==> src/rtl/truth_table_checker_pkg.sv <==
// truth_table_checker_pkg: sweep FSM state type and settle counter width shared by the checker files
package truth_table_checker_pkg;
  localparam int CNT_W = 4;
  typedef enum logic [1:0] {IDLE, DRIVE, SAMPLE, DONE} state_t;
endpackage

==> src/rtl/truth_table_checker_settle_counter.sv <==
// settle_counter: loadable down-counter timing how long each vector is driven
// ports: clk, rst (sync active-high), load/load_val (preset count), en (count down),
//        zero (count reaches zero on this edge, so this is the last enabled cycle)
module settle_counter
  import truth_table_checker_pkg::*;
(
  input  logic             clk,
  input  logic             rst,
  input  logic             load,
  input  logic             en,
  input  logic [CNT_W-1:0] load_val,
  output logic             zero
);
  logic [CNT_W-1:0] cnt;
  always_ff @(posedge clk)
    if (rst) cnt <= '0;
    else if (load) cnt <= load_val;
    else if (en && cnt != '0) cnt <= cnt - CNT_W'(1);
  assign zero = en && cnt == CNT_W'(1);
endmodule

==> config.mk <==
export PLATFORM = sky130hd
export DESIGN_NAME = settle_counter
export DESIGN_NICKNAME = d
export VERILOG_FILES = /design/src/rtl/truth_table_checker_pkg.sv /design/src/rtl/truth_table_checker_settle_counter.sv
export SDC_FILE = /design/constraint.sdc
export NUM_CORES = 1
export LEC_CHECK = 0
export CORE_AREA = 4 4 41 43
export DETAILED_ROUTE_END_ITERATION = 10
export DIE_AREA = 0 0 45 47
export PLACE_DENSITY = 0.43
export SLEW_MARGIN = 20
export SYNTH_ARGS = -nofsm -noshare
export SYNTH_HDL_FRONTEND = slang
export SYNTH_SLANG_ARGS = --single-unit
export TNS_END_PERCENT = 50
==> constraint.sdc <==
create_clock -name clk -period 1.7 [get_ports clk]
set_input_delay 0.425 -clock clk [delete_from_list [all_inputs] [get_ports clk]]
set_output_delay 0.425 -clock clk [all_outputs]
set_load 0.01 [all_outputs]
### Word level (Yosys, flattened, before mapping)

Cells that the tools add are included.

| cells by class | value |
|---|---|
| $add $sub $neg | 1 |
| multiply operators | 0 |
| divide/modulo/power cells | 0 |
| $lt $le $gt $ge | 0 |
| equal/unequal tests | 1 |
| shift operators | 0 |
| mux-type cells | 2 |
| bitwise logic cells | 0 |
| reduce and logical (&&, ||, !) cells | 4 |

Operators with widths:

| cell | count |
|---|---|
| two-way mux 4 bit | 2 |
| == test 4 x 1 -> 1 bit, second input constant | 1 |
| nonzero test 4 bit | 1 |
| subtractor 4 x 1 -> 4 bit, second input constant | 1 |
| logical AND 1 bit | 2 |
| nonzero test 2 bit | 1 |

| storage, ports and cells | value |
|---|---|
| bits in registers | 4 |
| latch bits | 0 |
| RAM bits | 0 |
| bits in read-only memories | 0 |
| bits of input ports | 8 |
| output and inout port bits | 1 |
| word-level logic and storage cells | 9 |
| memories kept | 0 |

### Logic depth before layout (Yosys ltp)

| logic depth | value |
|---|---|
| word-level depth | 4 |
| gate-level depth with buffers | 5 |

### Least setup slack after synthesis

No wires, ideal clock.

| timing path | value |
|---|---|
| path kind | reg-to-reg |
| from | register cnt[1] |
| to | register cnt[1] |
| library setup time | 60 ps |
| arrival | 1453 ps |
| required time | 1640 ps |
| slack | 187 ps |
| cell stages (with the launch flop) | 6 |
| path buffers | 0 |
| period minus slack after synthesis | 1513 ps |
| cells stage by stage | dfxtp_1 -> inv_1 -> ha_1 -> or3b_4 -> a2111oi_2 -> a311o_1 |

| on the way | value |
|---|---|
| cells in the longest elaborated chain, start to end | 3 |
| elaborated cells on any way between the ends | 6 |
| those cells by class | add/sub: 1; mux: 2; reduce/logical: 3 |

Ends and longest elaborated chain:

| what | line | source |
|---|---|---|
| start: declaration | truth_table_checker_settle_counter.sv:14 | `logic [CNT_W-1:0] cnt;` |
| start signal: assignment | truth_table_checker_settle_counter.sv:17 | `else if (load) cnt <= load_val;` |
| start signal: assignment | truth_table_checker_settle_counter.sv:18 | `else if (en && cnt != '0) cnt <= cnt - CNT_W'(1);` |
| subtractor 4 x 1 -> 4 bit or nonzero test 4 bit (tied branches) | truth_table_checker_settle_counter.sv:18 |  |
| two-way mux 4 bit or logical AND 1 bit (tied branches) | truth_table_checker_settle_counter.sv:18 |  |
| two-way mux 4 bit or nonzero test 2 bit (tied branches) | - |  |

Parallel ways exist; a longest one is shown, timed or not. The select of a mux whose other input is x is not followed.
A chain may end at the register's enable or synchronous reset.

### Worst setup path after layout

| timing path | value |
|---|---|
| from | register cnt[0] |
| to | register cnt[1] |

The elaborated chain is that of the path after synthesis.

==> impl_metrics.env <==
export IMPL_postCtsSetupBuffers=0
export IMPL_classification_of_the_worst_setup_path="register to register"
export IMPL_cts_tree="yes"
export IMPL_total_cts_buffers=3
export IMPL_syn_num_nets=40
export IMPL_remaining_drc_errors=0
export IMPL_worst_endpoint_arrival_ns=1.85
export IMPL_port_buffer_count=8
export IMPL_finClkSkew_ns=0.00256
export IMPL_post_route_cells_drive_above_1_share_pct=37.5
export IMPL_finalHoldViolCount=0
export IMPL_yosys_cell_types_count=17
export IMPL_design_portCount=9
export IMPL_postPlaceCellArea_um2=415
export IMPL_report_final_setup_viol=0
export IMPL_critPathMaxFanout=4
export IMPL_critical_path_buf_inv_count=2
export IMPL_grt_overflow_total=0
export IMPL_clock_root_buffer="sky130_fd_sc_hd__clkbuf_4"
export IMPL_iter_0_drt_violations=3
export IMPL_critPathRequiredTime_ns=1.88
export IMPL_finish_instance_area_um2=459
export IMPL_first_drt_pass_iteration_count=2
export IMPL_grt_antenna_before_repair=0
export IMPL_yosys_area_top_type="sky130_fd_sc_hd__dfxtp_1"
export IMPL_synth_edff_count=0
export IMPL_dpl_cell_count=60
export IMPL_period_needed_ns=1.67
export IMPL_fillerInstances=143
export IMPL_ant_nets=0
export IMPL_wire_length_of_the_first_global_routing_pass_mm=1.21
export IMPL_critical_path_top_delay_family="compound AO/OA/AOI/OAI gates"
export IMPL_synth_main_ff_cell="sky130_fd_sc_hd__dfxtp_1"
export IMPL_finalNonFillerCells=63
export IMPL_status="finished, final reports clean"
export IMPL_cp_start_kind="register"
export IMPL_final_core_utilization_pct=35.3
export IMPL_leakage_nw=0.183
export IMPL_sequential_share_of_the_synthesized_area_pct=30.3
export IMPL_syn_mean_instance_area_um2=8.80
export IMPL_power_density_nw_per_um2=725
export IMPL_dieArea_um2=2120
export IMPL_gpl_final_weighted_congestion=0.711
export IMPL_commonest_non_fill_non_tap_cell_in_the_layout="sky130_fd_sc_hd__buf_4"
export IMPL_timing_critical_path_slowest_stage_cell="sky130_fd_sc_hd__or3b_4"
export IMPL_initial_standard_cell_utilization_of_the_core_pct=20.3
export IMPL_max_slew_margin_pct=74.4
export IMPL_floorplan_die_width_um=45
export IMPL_synthCells=30
export IMPL_post_synth_instance_area_um2=264
export IMPL_timing_max_cap_violations=0
export IMPL_final_cell_mix="sky130_fd_sc_hd__buf_4 (7), sky130_fd_sc_hd__clkdlybuf4s50_1 (6), sky130_fd_sc_hd__nor2_1 (5)"
export IMPL_cts_clk_slew_worst_paths_ns=0.04
export IMPL_reg_largest_list="cnt (4)"
export IMPL_fp_dieH_um=47
export IMPL_maximum_level_of_the_cts_h_tree=1
export IMPL_route_vias_total=295
export IMPL_hold_class="register to register"
export IMPL_final_max_slew_violation_count=0
export IMPL_largest_register="cnt"
export IMPL_max_freq_mhz=597
export IMPL_wirelength_um=785
export IMPL_ir_worst_vdd_mv=0.407
export IMPL_grt_max_degree=8
export IMPL_tightest_slew_ns=0.379
export IMPL_synthToLayoutAreaGrowth_pct=73.9
export IMPL_clock_sinks=4
export IMPL_rsz0062_at_grt="true"
export IMPL_first_global_vias=293
export IMPL_yosys_top_cell_area_share_pct=30.3
export IMPL_async_flop_share_pct=0
export IMPL_worst_hold_slack_ns=0.637
export IMPL_antenna_cells_inserted=0
export IMPL_critical_path_endpoint_type="register"
export IMPL_synth_seq_cells=4
export IMPL_final_min_period_over_clock_period_pct=98.5
export IMPL_avgViaCountPerCell=4.68
export IMPL_floorplan_core_area_um2=1300
export IMPL_path_cells="buf_4, inv_2, ha_2, or3b_4, a2111oi_4, a311o_1"
export IMPL_cts_root_to_sink_buffers=2
export IMPL_num_nets_final=60
export IMPL_largest_reg_flops=4
export IMPL_total_power_uw=333
export IMPL_overall_global_routing_usage_pct=8.45
export IMPL_critical_path_max_stage_delay_ns=0.41
export IMPL_ys_warn_count=0
export IMPL_num_rows=13
export IMPL_clock_latency_ns=0.24
export IMPL_detail_route_wl_per_cell_um=12.5
export IMPL_synth_area_leaders="sky130_fd_sc_hd__dfxtp_1 (30%), sky130_fd_sc_hd__ha_1 (9.5%), sky130_fd_sc_hd__nor2_1 (7.1%), sky130_fd_sc_hd__a311oi_1 (6.6%), sky130_fd_sc_hd__a2111oi_2 (5.7%)"
==> report_power, final <==
group          total (mW)  leakage [nW]  internal (mW)  switching [mW]
sequential          0.108        0.0333          0.103         0.00553
clock               0.119        0.0138         0.0790          0.0401
combinational       0.105         0.136         0.0594          0.0461
total               0.333         0.183          0.241          0.0917
==> synthesized netlist by cell type (2+ instances only) <==
cell type and number:
sky130_fd_sc_hd__a311oi_1 2, sky130_fd_sc_hd__dfxtp_1 4, sky130_fd_sc_hd__ha_1 2, sky130_fd_sc_hd__inv_1 3, sky130_fd_sc_hd__nand2_1 3, sky130_fd_sc_hd__nor2_1 5
==> repair_timing <==
item,4_1_cts,5_1_grt
resized for setup,6,5
hold buffers,0,0
endpoints found under the setup margin,2,3
==> cell families (layout without fill, tap and decap cells) <==
logic type | after synthesis | after routing | synth area share, %
DFF | 4 | 4 | 30.3
AOI/OAI and AO/OA | 6 | 6 | 22.3
buffers and inverters | 3 | 21 | 4.27
muxes | 1 | 1 | 3.79
and+or+nand+nor | 14 | 14 | 29.9
adders and majority gates | 2 | 2 | 9.48
==> worst min-delay path: stages, from the launching register on <==
cell and delay, ns:
sky130_fd_sc_hd__dfxtp_1 0.31, sky130_fd_sc_hd__buf_4 0.14, sky130_fd_sc_hd__nand2_1 0.05, sky130_fd_sc_hd__a311oi_1 0.08
==> metal layers <==
metal  track usage (%)  vias up  wire length [µm]
li1                  -      151                 -
met1              9.09      135               314
met2              12.7        9               411
met3              7.28        0                58
met4              1.75        0                 0
met5                 0        -                 0
==> final timing paths <==
path | from | end | slack (ns) | depth (start not counted)
min reg2reg | cnt[2] | cnt[2] | 0.64 | 3
max reg2reg | cnt[0] | cnt[1] | 0.03 | 6
max | cnt[0] | cnt[1] | 0.03 | 6
min | cnt[2] | cnt[2] | 0.64 | 3
==> area by class of cell <==
cell class              count  area, µm²  area share [%]
well taps                  15       18.8            4.09
inverters                   3       11.3            2.45
multi-input cells          23        200            43.6
clock buffers               3       22.5            4.90
repair buffers             15        126            27.5
flip-flops and latches      4       80.1            17.4
==> metrics by stage <==
| stage | setup slack (ns) | TNS [ns] |
|---|---|---|
| 2_1_floorplan | 0.187 | 0 |
| 3_3_place_gp | -0.437 | -0.589 |
| 3_5_place_dp | -0.429 | -0.583 |
| 4_1_cts | -0.000113 | -0.000113 |
| 5_1_grt | -0.0504 | -0.0686 |
| 6_report | 0.0262 | 0 |
No activity file was read; power rests on OpenSTA's default activity.
